<file path="config.mk">
export PLATFORM = sky130hd
export DESIGN_NAME = store_demux4_flat
export DESIGN_NICKNAME = d
export VERILOG_FILES = /design/src/rtl/store_demux4_if.sv /design/src/rtl/store_demux4.sv /design/src/flat_wrapper.sv
export SDC_FILE = /design/constraint.sdc
export NUM_CORES = 1
export LEC_CHECK = 0
export CAP_MARGIN = 40
export CELL_PAD_IN_SITES_DETAIL_PLACEMENT = 1
export CELL_PAD_IN_SITES_GLOBAL_PLACEMENT = 2
export CORE_MARGIN = 2
export CORE_UTILIZATION = 20
export CTS_CLUSTER_DIAMETER = 120
export CTS_CLUSTER_SIZE = 12
export DETAILED_ROUTE_END_ITERATION = 8
export HOLD_SLACK_MARGIN = 0.15
export PLACE_DENSITY = 0.82
export SYNTH_ARGS = -nofsm -noshare
export SYNTH_HDL_FRONTEND = slang
export SYNTH_SLANG_ARGS = --single-unit
export TNS_END_PERCENT = 1
</file>
<file path="constraint.sdc">
create_clock -name clk -period 1.5 [get_ports clk]
set_clock_uncertainty 0.1 [all_clocks]
set_input_delay 0.375 -clock clk [delete_from_list [all_inputs] [get_ports clk]]
set_output_delay 0.375 -clock clk [all_outputs]
set_load 0.02 [all_outputs]
</file>
<file path="src/rtl/store_demux4_if.sv">
// Store-request and target-write bundle for store_demux4.
// slave is the demux side; master is the core/peripheral side driving it.
interface store_demux4_if #(
   parameter int unsigned W  = 32,
   parameter int unsigned AW = 32
);
   localparam int unsigned BW = W / 8;

   logic          req_valid;
   logic          req_ready;
   logic [AW-1:0] req_addr;
   logic [W-1:0]  req_data;
   logic [BW-1:0] req_be;

   logic [3:0]    t_valid;
   logic [3:0]    t_ready;
   logic [AW-1:0] t_addr;
   logic [W-1:0]  t_data;
   logic [BW-1:0] t_be;

   logic          resp_valid;
   logic          resp_err;
   logic          busy;

   modport slave (
      input  req_valid, req_addr, req_data, req_be, t_ready,
      output req_ready, t_valid, t_addr, t_data, t_be, resp_valid, resp_err, busy
   );

   modport master (
      output req_valid, req_addr, req_data, req_be, t_ready,
      input  req_ready, t_valid, t_addr, t_data, t_be, resp_valid, resp_err, busy
   );
endinterface

</file>
<file path="src/rtl/store_demux4.sv">
// Routes one store request to one of four targets selected by two address bits,
// waits (bounded) for the target to accept, then returns a one-cycle response.
module store_demux4 #(
   parameter int unsigned W       = 32,
   parameter int unsigned AW      = 32,
   parameter int unsigned SEL_LSB = 28,
   parameter logic [3:0]  TGT_EN  = 4'b1111,
   parameter int unsigned TIMEOUT = 15
) (
   input  logic           clk,
   input  logic           rst_n,
   store_demux4_if.slave  bus
);
   localparam int unsigned BW = W / 8;
   localparam int unsigned CW = $clog2(TIMEOUT + 1);

   typedef enum logic [1:0] {
      IDLE = 2'd0,
      SEND = 2'd1,
      RESP = 2'd2
   } state_t;

   state_t        r_state;
   state_t        w_state_nxt;
   logic [1:0]    r_sel;
   logic [1:0]    w_sel_nxt;
   logic          r_err;
   logic          w_err_nxt;
   logic [CW-1:0] r_cnt;
   logic [CW-1:0] w_cnt_nxt;
   logic          w_cap;

   logic [AW-1:0] r_addr;
   logic [W-1:0]  r_data;
   logic [BW-1:0] r_be;

   logic [1:0]    w_req_sel;
   logic          w_sel_rdy;
   logic          w_cnt_last;

   assign w_req_sel  = bus.req_addr[SEL_LSB +: 2];
   assign w_sel_rdy  = bus.t_ready[r_sel];
   assign w_cnt_last = (r_cnt == CW'(TIMEOUT - 1));

   // State register
   always_ff @(posedge clk or negedge rst_n) begin
      if (!rst_n) begin
         r_state <= IDLE;
      end else begin
         r_state <= w_state_nxt;
      end
   end

   // Next-state, select, error and wait-counter decisions
   always_comb begin
      w_state_nxt = r_state;
      w_sel_nxt   = r_sel;
      w_err_nxt   = r_err;
      w_cnt_nxt   = r_cnt;
      w_cap       = 1'b0;
      case (r_state)
         IDLE: begin
            if (bus.req_valid) begin
               w_cap     = 1'b1;
               w_sel_nxt = w_req_sel;
               w_cnt_nxt = '0;
               if (TGT_EN[w_req_sel]) begin
                  w_state_nxt = SEND;
                  w_err_nxt   = 1'b0;
               end else begin
                  w_state_nxt = RESP;
                  w_err_nxt   = 1'b1;
               end
            end
         end
         SEND: begin
            // A handshake on the final allowed cycle still counts as success.
            if (w_sel_rdy) begin
               w_state_nxt = RESP;
               w_err_nxt   = 1'b0;
            end else if (w_cnt_last) begin
               w_state_nxt = RESP;
               w_err_nxt   = 1'b1;
            end else begin
               w_cnt_nxt = r_cnt + CW'(1);
            end
         end
         RESP: begin
            w_state_nxt = IDLE;
         end
         default: begin
            w_state_nxt = IDLE;
         end
      endcase
   end

   // Transaction context registers
   always_ff @(posedge clk or negedge rst_n) begin
      if (!rst_n) begin
         r_sel <= 2'd0;
         r_err <= 1'b0;
         r_cnt <= '0;
      end else begin
         r_sel <= w_sel_nxt;
         r_err <= w_err_nxt;
         r_cnt <= w_cnt_nxt;
      end
   end

   // Captured payload, only updated on acceptance
   always_ff @(posedge clk or negedge rst_n) begin
      if (!rst_n) begin
         r_addr <= '0;
         r_data <= '0;
         r_be   <= '0;
      end else if (w_cap) begin
         r_addr <= bus.req_addr;
         r_data <= bus.req_data;
         r_be   <= bus.req_be;
      end
   end

   // Outputs decode registered state only
   assign bus.req_ready  = (r_state == IDLE);
   assign bus.busy       = (r_state != IDLE);
   assign bus.t_valid    = (r_state == SEND) ? (4'b0001 << r_sel) : 4'b0000;
   assign bus.resp_valid = (r_state == RESP);
   assign bus.resp_err   = (r_state == RESP) && r_err;
   assign bus.t_addr     = r_addr;
   assign bus.t_data     = r_data;
   assign bus.t_be       = r_be;

   a_tvalid_onehot: assert property (@(posedge clk) disable iff (!rst_n)
      $onehot0(bus.t_valid));
   a_err_qualified: assert property (@(posedge clk) disable iff (!rst_n)
      bus.resp_err |-> bus.resp_valid);
   a_cnt_bounded: assert property (@(posedge clk) disable iff (!rst_n)
      32'(r_cnt) < TIMEOUT);
   a_payload_stable: assert property (@(posedge clk) disable iff (!rst_n)
      (r_state != IDLE) |=> ($stable(r_addr) && $stable(r_data) && $stable(r_be)));
endmodule
</file>
<file path="src/flat_wrapper.sv">
// flat-port wrapper written by rule: the top's interface ports become plain ports
module store_demux4_flat 
#(
   parameter int unsigned W       = 32,
   parameter int unsigned AW      = 32,
   parameter int unsigned SEL_LSB = 28,
   parameter logic [3:0]  TGT_EN  = 4'b1111,
   parameter int unsigned TIMEOUT = 15
)
  (clk, rst_n, bus_req_valid, bus_req_addr, bus_req_data, bus_req_be, bus_t_ready, bus_req_ready, bus_t_valid, bus_t_addr, bus_t_data, bus_t_be, bus_resp_valid, bus_resp_err, bus_busy);
  store_demux4_if #(.W(W), .AW(AW)) bus_i ();
  input  logic clk;
  input  logic rst_n;
  input wire logic [$bits(bus_i.req_valid)-1:0] bus_req_valid;
  input wire logic [$bits(bus_i.req_addr)-1:0] bus_req_addr;
  input wire logic [$bits(bus_i.req_data)-1:0] bus_req_data;
  input wire logic [$bits(bus_i.req_be)-1:0] bus_req_be;
  input wire logic [$bits(bus_i.t_ready)-1:0] bus_t_ready;
  output wire logic [$bits(bus_i.req_ready)-1:0] bus_req_ready;
  output wire logic [$bits(bus_i.t_valid)-1:0] bus_t_valid;
  output wire logic [$bits(bus_i.t_addr)-1:0] bus_t_addr;
  output wire logic [$bits(bus_i.t_data)-1:0] bus_t_data;
  output wire logic [$bits(bus_i.t_be)-1:0] bus_t_be;
  output wire logic [$bits(bus_i.resp_valid)-1:0] bus_resp_valid;
  output wire logic [$bits(bus_i.resp_err)-1:0] bus_resp_err;
  output wire logic [$bits(bus_i.busy)-1:0] bus_busy;
  assign bus_i.req_valid = bus_req_valid;
  assign bus_i.req_addr = bus_req_addr;
  assign bus_i.req_data = bus_req_data;
  assign bus_i.req_be = bus_req_be;
  assign bus_i.t_ready = bus_t_ready;
  assign bus_req_ready = bus_i.req_ready;
  assign bus_t_valid = bus_i.t_valid;
  assign bus_t_addr = bus_i.t_addr;
  assign bus_t_data = bus_i.t_data;
  assign bus_t_be = bus_i.t_be;
  assign bus_resp_valid = bus_i.resp_valid;
  assign bus_resp_err = bus_i.resp_err;
  assign bus_busy = bus_i.busy;
  store_demux4 #(.W(W), .AW(AW), .SEL_LSB(SEL_LSB), .TGT_EN(TGT_EN), .TIMEOUT(TIMEOUT)) u_core (.clk(clk), .rst_n(rst_n), .bus(bus_i));
endmodule
</file>
* Word level (Yosys, flattened, before mapping) *
Cells that the tools add are included.

word-level totals
  register bits after elaboration = 77
  latch bits = 0
  bits in writable memories = 0
  bits in read-only memories = 0
  input port bits = 75
  output and inout bits = 76
  memories = 0

operators by class
  $add $sub $neg = 1
  $mul = 0
  div/mod/pow operators = 0
  $lt $le $gt $ge = 2
  eq/ne operators = 7
  shifts and indexed selects = 1
  muxes and demuxes = 21
  bitwise logic cells = 0
  reductions and logical operators = 8

operator list
  cell                                                        count
  2-to-1 mux 4 bit                                            4
  2-to-1 mux 1 bit                                            8
  2-to-1 mux 2 bit                                            4
  case mux 4 bit (2 select lines)                             1
  less-than comparator 2 x 3 -> 1 bit, second input constant  2
  != test 2 bit, second input constant                        3
  adder 4 x 1 -> 4 bit, second input constant                 1
  binary-select mux 1 bit (select 2 bit)                      2
  == test 4 bit, second input constant                        1
  case mux 2 bit (2 select lines)                             1
  AND reduction 2 bit                                         2
  AND reduction 4 bit                                         1
  nonzero test 2 bit                                          2
  << shifter 1 x 2 -> 4 bit, first input constant             1
  != test 3 x 1 -> 1 bit, second input constant               1
  AND reduction 3 bit                                         1
  == test 2 x 1 -> 1 bit, second input constant               1
  == test 2 bit, second input constant                        1
  logical NOT 2 bit                                           1
  case mux 1 bit (2 select lines)                             1
  logical AND 1 bit                                           1

* Logic depth before layout (Yosys ltp) *
Gate-level depths: netlist of run 1.

  depth in word-level cells = 5
  depth in mapped cells = 7

* Worst setup path before layout of run 1 *
No wires, ideal clock.

  kind = register -> register
  start point = register, netlist name u_core.bus.t_addr[28]
  end point = register u_core.r_cnt[0]
  data arrival time = 1.610 ns
  slack = -0.289 ns
  cell stages (with the launch flop) = 6
  buffers on the path = 1
  period minus slack after synthesis = 1.789 ns
  cell sequence = dfrtp_1 > buf_6 > mux4_2 > a31oi_2 > and2_4 > mux2i_1

RTL lines
  item                    line                 source
  end signal: assignment  store_demux4.sv:106  r_cnt <= w_cnt_nxt;
  end: declaration        store_demux4.sv:29   logic [CW-1:0] r_cnt;

* Final worst setup path of run 1 *
  start point = register u_core.r_state[0]
  end point = output bus_t_valid[3]

on the way
  longest elaborated chain between the ends = 2

ends and longest elaborated chain
  item                      line                 source
  start: declaration        store_demux4.sv:23   state_t r_state;
  start signal: assignment  store_demux4.sv:50   r_state <= w_state_nxt;
  == test 2 x 1 -> 1 bit    store_demux4.sv:126  assign bus.t_valid = (r_state == SEND) ? (4'b0001 << r_sel) : 4'b0000;
  2-to-1 mux 4 bit          store_demux4.sv:126
  end: declaration          flat_wrapper.sv:20   output wire logic [$bits(bus_i.t_valid)-1:0] bus_t_valid;

Every way passes these cells.

==> impl_metrics.yaml, run 1 <==
outcome:
  status: "finished, violations left"
  failed_checks: "negative setup slack"
layout:
  final_cells: 695
  n_antenna_cell: 0
  syn_to_final_growth_pct: 70.7
  multi_input_area_mm2: 0.00111
  design_area_mm2: 0.00516
  final_common_cell: "nand2_1"
  drive_gt1_share_pct: 27.2
  utilization_pct: 35.2
  nFillCells: 1701
  seqCellArea_mm2: 0.00188
  mostFrequentLayoutCells: "nand2_1, clkdlybuf4s50_1, dfrtp_1, clkdlybuf4s15_2, buf_2"
  fin_nets: 583
critical_path:
  cp.arrival_ps: 1350
  worstSetupPathType: "flip-flop to primary output"
  cp.required_ps: 1020
  worstSetupEndpointType: "primary output"
  reg2regPathDepth: 4
  cp_max_fo: 5
  path_cells: "and2b_2 -> and3_4 -> buf_6"
  slowest_stage: "dfrtp_2"
  slowest_delay_ps: 470
  critical_path.startpoint_type: "flip-flop"
placed_design:
  post-place-cells: 673
  place_area_mm2: 0.00487
  dp_hpwl_mm: 7.07
  port_buffers: 150
  gp_congestion: 0.727
route:
  drc_errors: 0
  postRouteAntennaNets: 0
  drt-total-wl_mm: 9.85
  dr.pass1.iters: 4
  first_iter_violations: 111
  avgViaCountPerCell: 4.14
  num_vias: 2876
  routedWlPerCell_um: 14.2
global_route:
  antenna_found_initial: 0
  grt_overflow: 0
  grt_pass1_vias: 3172
  grt_pass1_wl_mm: 16.3
  grt_use_total_pct: 12.8
  grt_max_degree: 44
power_and_ir_drop:
  p_int_mw: 6.53
  pwr-share-clk_pct: 19.7
  p_sw_share_pct: 41.2
  seqPwrFrac_pct: 32.2
  p_per_area_mw_per_mm2: 2150
  p_total_mw: 11.1
  power_switching_mw: 4.57
  ir_drop_uv: 720
  combPwrFrac_pct: 48.2
  p_leak_nw: 2.57
clock_network:
  cts_made_buffers: 9
  cts_tree: "built"
  clock_sinks: 75
  cts-root-buf: "clkbuf_16"
  path_clk_slew_ps: 60
  cts_buffer_depth: 2
  htreeDepth: 3
  clk-insertion-delay-late_ps: 340
flow_run:
  maxCapViolCount: 0
sta:
  tightest_slew_ps: 259
  slew_violations: 0
  min_period_ps: 1830
  fin_ws_ps: -326
  hold_viol: 0
  slew_headroom_pct: 82.8
  fin_hold_ws_ps: 355
  fin_crit_sh_pct: 122
  max_freq_mhz: 548
  setup_viol: 17
  rsz0062_at_grt: "yes"
yosys:
  netlist.top_cell.by_area: "dfrtp_1"
  ys_seq_elements: 75
  synth_area_per_cell_um2: 8.94
  synth.distinct_cells: 29
  async_flop_share_pct: 100
  ys_seq_area_share_pct: 62.1
  yosysTopAreaCellShare_pct: 62.1
  syn-cell-area_mm2: 0.00302
  synthTopCellsByArea: "dfrtp_1, nand2_1, buf_2"
  ys.flop_type: "dfrtp_1"
  syn_inst: 338
  synth_fp_nets: 415
  synth_edf_count: 0
  synth-warning-count: 0
floorplanning:
  core_area_mm2: 0.0146
  start_util_pct: 20.6
  die_area_mm2: 0.0161
  fp-row-count: 44
  dieWidth_um: 127
  boundaryPins: 151
  die_h_um: 127
worst_hold_path:
  hold_path_class: "primary input to asynchronous set/reset pin"
[synthesized netlist by cell type (2+ instances only)]
cell      count
mux2_2        2
and2_1        2
buf_2         9
mux2i_1       3
dfrtp_1      75
inv_1         3
ha_1          2
clkbuf_1      7
nor2_1        3
nand2_1     212
nor3_1        2
[critical path, delay by kind of cell (launching register included)]
| kind | cells | cell delay [ps] |
|---|---|---|
| flip-flops | 1 | 470 |
| AND/OR/NAND/NOR | 2 | 420 |
| buffers and inverters | 1 | 120 |
[per-stage QoR]
step	setup TNS [ps]	setup slack (ps)
after global routing	-8150	-376
after CTS	-4060	-351
after floorplan	-2320	-233
final	-3220	-326
after detailed placement	-20510	-600
after global placement	-20220	-532
[final cells by class]
cell class                      count  area share [%]
Sequential cell                    75            36.5
Clock buffer                        9            4.37
Clock inverter                      7            1.53
Multi-Input combinational cell    243            21.6
Tap cell                          184            4.46
Inverter                            3           0.218
Timing Repair Buffer              174            31.3
[registers in the layout, indices dropped and copies added, names as in the netlist]
signal and flops:
u_core.bus.t_addr 32, u_core.bus.t_data 32, u_core.bus.t_be 4, u_core.r_cnt 4, u_core.r_state 2, u_core.r_err 1
[power by group through the flow]
| stage | sequential (mW) | clock [mW] | combinational [mW] |
|---|---|---|---|
| after global routing | 3.73 | 2.36 | 5.83 |
| final | 3.57 | 2.19 | 5.35 |
| after global placement | 3.54 | 0 | 5.66 |
| after CTS | 3.60 | 2.28 | 5.63 |
| after detailed placement | 3.59 | 0 | 5.79 |
| after floorplan | 4.57 | 0 | 1.71 |
[timing repair]
item                                    CTS  global route
gates resized for setup                 258            38
buffers inserted                          2             3
pin swaps                                 4             1
endpoints found under the hold margin    75             0
endpoints found under the setup margin  150           116
hold buffers                              1             0
[routing by layer]
layer,share of wire (%),GRT usage [%]
met5,0,0
met1,42,14.7
met4,1.2,3.36
met3,7.7,5.27
met2,49,22.2
[cells by family after synthesis]
| logic type | synth area share [%] |
|---|---|
| flip-flops | 62.1 |
| buffers and inverters | 3.11 |
| AO/OA/AOI/OAI | 1.45 |
| adder cells (fa/ha/maj) | 0.828 |
| AND/OR/NAND/NOR | 30.0 |
| multiplexers | 2.48 |
[final timing paths]
| path | end | start | slack, ps |
|---|---|---|---|
| worst min register to register | u_core.bus.t_data[17] | u_core.bus.t_data[17] | 370 |
| worst min-delay path | u_core.bus.t_data[9] | rst_n | 350 |
| max in group asynchronous | u_core.bus.t_addr[28] | rst_n | 420 |
| min in group clk | u_core.bus.t_data[17] | u_core.bus.t_data[17] | 370 |
| worst max-delay path | bus_t_valid[3] | u_core.r_state[0] | -330 |
| worst max register to register | u_core.r_cnt[0] | u_core.bus.t_addr[28] | -290 |
Note: power is estimated with default switching activity, not from simulation.
==> run 2, diff against run 1 <==
--- a/config.mk
+++ b/config.mk
@@ -8,7 +8,7 @@
 export CAP_MARGIN = 40
 export CELL_PAD_IN_SITES_DETAIL_PLACEMENT = 1
 export CELL_PAD_IN_SITES_GLOBAL_PLACEMENT = 2
-export CORE_MARGIN = 2
+export CORE_MARGIN = 3
 export CORE_UTILIZATION = 20
 export CTS_CLUSTER_DIAMETER = 120
 export CTS_CLUSTER_SIZE = 12
@@ -18,4 +18,3 @@
 export SYNTH_ARGS = -nofsm -noshare
 export SYNTH_HDL_FRONTEND = slang
 export SYNTH_SLANG_ARGS = --single-unit
-export TNS_END_PERCENT = 1
==> run 2 against run 1 <==
  * The flow still finishes with violations (negative setup slack)
  * Final area up 13%
  * Worst setup slack gained 9.0 ps
  * Clock-buffer cell count is 5 higher
  * Maximum frequency rose by 0.49%
  * Die area grew 3.2%
  * Critical path depth increased by 1
  * Non-clock buffer count increased by 29
  * Worst hold slack improved by 20 ps
  * Largest cell class is now buffers
  * Highest routed layer unchanged
==> impl_metrics.yaml, run 2 (synthesis gave the netlist of run 1 again) <==
route:
  avgViaCountPerCell: 4.21
  drt-total-wl_mm: 11.9
  drc_errors: 0
  dr.pass1.iters: 4
  postRouteAntennaNets: 0
  routedWlPerCell_um: 16.4
  first_iter_violations: 95
  num_vias: 3050
critical_path:
  slowest_delay_ps: 430
  cp_num_cells: 4
  cp_max_fo: 4
  slowest_stage: "dfrtp_2"
  cp_top_family: "flip-flops"
  worstSetupPathType: "flip-flop to primary output"
  critical_path.startpoint_type: "flip-flop"
  worstPathBufferInverterCount: 2
  path_cells: "buf_4 -> nor2b_4 -> and2_4 -> buf_6"
  cp.required_ps: 1020
  worstSetupEndpointType: "primary output"
  reg2regPathDepth: 9
  cp.arrival_ps: 1340
power_and_ir_drop:
  p_sw_share_pct: 39.2
  seqPwrFrac_pct: 27.8
  pwr-share-clk_pct: 15.7
  p_leak_nw: 2.88
  p_int_mw: 7.79
  ir_drop_uv: 805
  power_switching_mw: 5.02
  p_per_area_mw_per_mm2: 2200
  combPwrFrac_pct: 56.5
worst_hold_path:
  whs_path_depth: 2
  hold_path_class: "flip-flop to flip-flop"
layout:
  n_antenna_cell: 0
  syn_to_final_growth_pct: 93.0
  drive_gt1_share_pct: 30.9
  multi_input_area_mm2: 0.00117
  mostFrequentLayoutCells: "nand2_1, dfrtp_1, clkdlybuf4s50_1, clkdlybuf4s15_2, buf_4"
  final_common_cell: "nand2_1"
  fin_nets: 613
  design_area_mm2: 0.00583
  seqCellArea_mm2: 0.00188
  final_cells: 725
  nFillCells: 1668
sta:
  max_freq_mhz: 550
  hold_viol: 0
  min_period_ps: 1820
  slew_violations: 0
  finalSetupTns_ps: -14620
  slew_headroom_pct: 70.7
  rsz0062_at_grt: "yes"
  setup_viol: 84
  tightest_slew_ps: 440
  fin_crit_sh_pct: 121
  fin_ws_ps: -317
global_route:
  grt_max_degree: 76
  antenna_found_initial: 0
  grt_use_total_pct: 14.4
  grt_pass1_wl_mm: 18.5
  grt_overflow: 0
  grt_pass1_vias: 3430
floorplanning:
  die_area_mm2: 0.0166
  start_util_pct: 20.6
  core_area_mm2: 0.0146
  dieWidth_um: 129
  boundaryPins: 151
  fp-row-count: 44
  die_h_um: 129
clock_network:
  htreeDepth: 3
  cts_made_buffers: 9
  clock_sinks: 75
  path_clk_slew_ps: 60
  cts_buffer_depth: 2
  clk-insertion-delay-late_ps: 330
  cts_tree: "built"
  cts-root-buf: "clkbuf_16"
flow_run:
  maxCapViolCount: 0
outcome:
  status: "finished, violations left"
  failed_checks: "negative setup slack"
placed_design:
  place_area_mm2: 0.00490
  port_buffers: 150
  gp_congestion: 0.693
  dp_hpwl_mm: 7.12
  post-place-cells: 676
==> run 2: cell count changes in the layout (fill, tap and decap cells not counted), sizes merged <==
cell           previous run  this run
buf                      64        62
bufbuf                    0         5
bufinv                    1         0
clkbuf                   10        32
clkdlybuf4s15            35        44
clkdlybuf4s50            73        71
clkinv                    6         2
dlygate4sd2               0         2
nand2                   212       213
==> run 2: power groups by stage <==
stage	Sequential [mW]	Clock [mW]	Combinational (mW)
floorplan	4.58	0	1.74
global placement	3.52	0	5.75
detailed placement	3.57	0	5.90
CTS	3.57	2.10	7.27
global route	3.70	2.19	7.80
finish	3.56	2.02	7.24
==> run 2: through the flow <==
step           hold slack (ps)  setup WS [ps]  utilization (%)  total power, mW
6_report                   374           -317             39.8             12.8
3_5_place_dp               336           -551             33.5             9.47
2_1_floorplan            -20.6           -233                -             6.33
4_1_cts                    377           -314             40.0             12.9
3_3_place_gp               332           -519             33.5             9.28
5_1_grt                    402           -382             39.8             13.7
==> run 2: routing by layer <==
layer  up-vias  global-route usage, %  routed length (um)
met1      1496                   17.6                5100
met5         -                      0                   0
li1       1446                      -                   -
met4         0                   5.06                 214
met3        17                   3.24                 625
met2        91                   25.1                5990
==> run 2: layout make-up <==
type                    count  share of cell area [%]
flip-flops and latches     75                    32.3
repair buffers            203                    38.9
multi-input cells         244                    20.0
clock inverters             2                   0.172
inverters                   3                   0.193
clock buffers              14                    4.53
well taps                 184                    3.95
==> run 2: worst reg2reg max path, stage by stage, from the launching register on <==
cell and delay, ps:
dfrtp_1 430, buf_4 160, nor2_4 140, buf_6 130, buf_8 100, nand2_8 70, buf_12 180, buf_16 140
nand2_2 60, nand2_1 60
==> run 2: path summary, 6_finish.rpt <==
path,from,to,slack (ps)
max,u_core.r_state[0],bus_resp_err,-320
min,u_core.bus.t_data[16],u_core.bus.t_data[16],370
max reg2reg,u_core.r_state[1],u_core.bus.t_data[15],-200
min reg2reg,u_core.bus.t_data[16],u_core.bus.t_data[16],370
max in group asynchronous,rst_n,u_core.bus.t_data[26],420
min in group asynchronous,rst_n,u_core.bus.t_addr[3],500
==> run 2: repair_timing <==
item                                   in CTS  in global routing
setup buffers                              14                  6
endpoints found under the hold margin      75                  0
cloned                                     14                  1
hold buffers                                1                  0
pin swaps                                   6                  3
gates resized for setup                   270                 33
setup endpoints to repair                 149                106
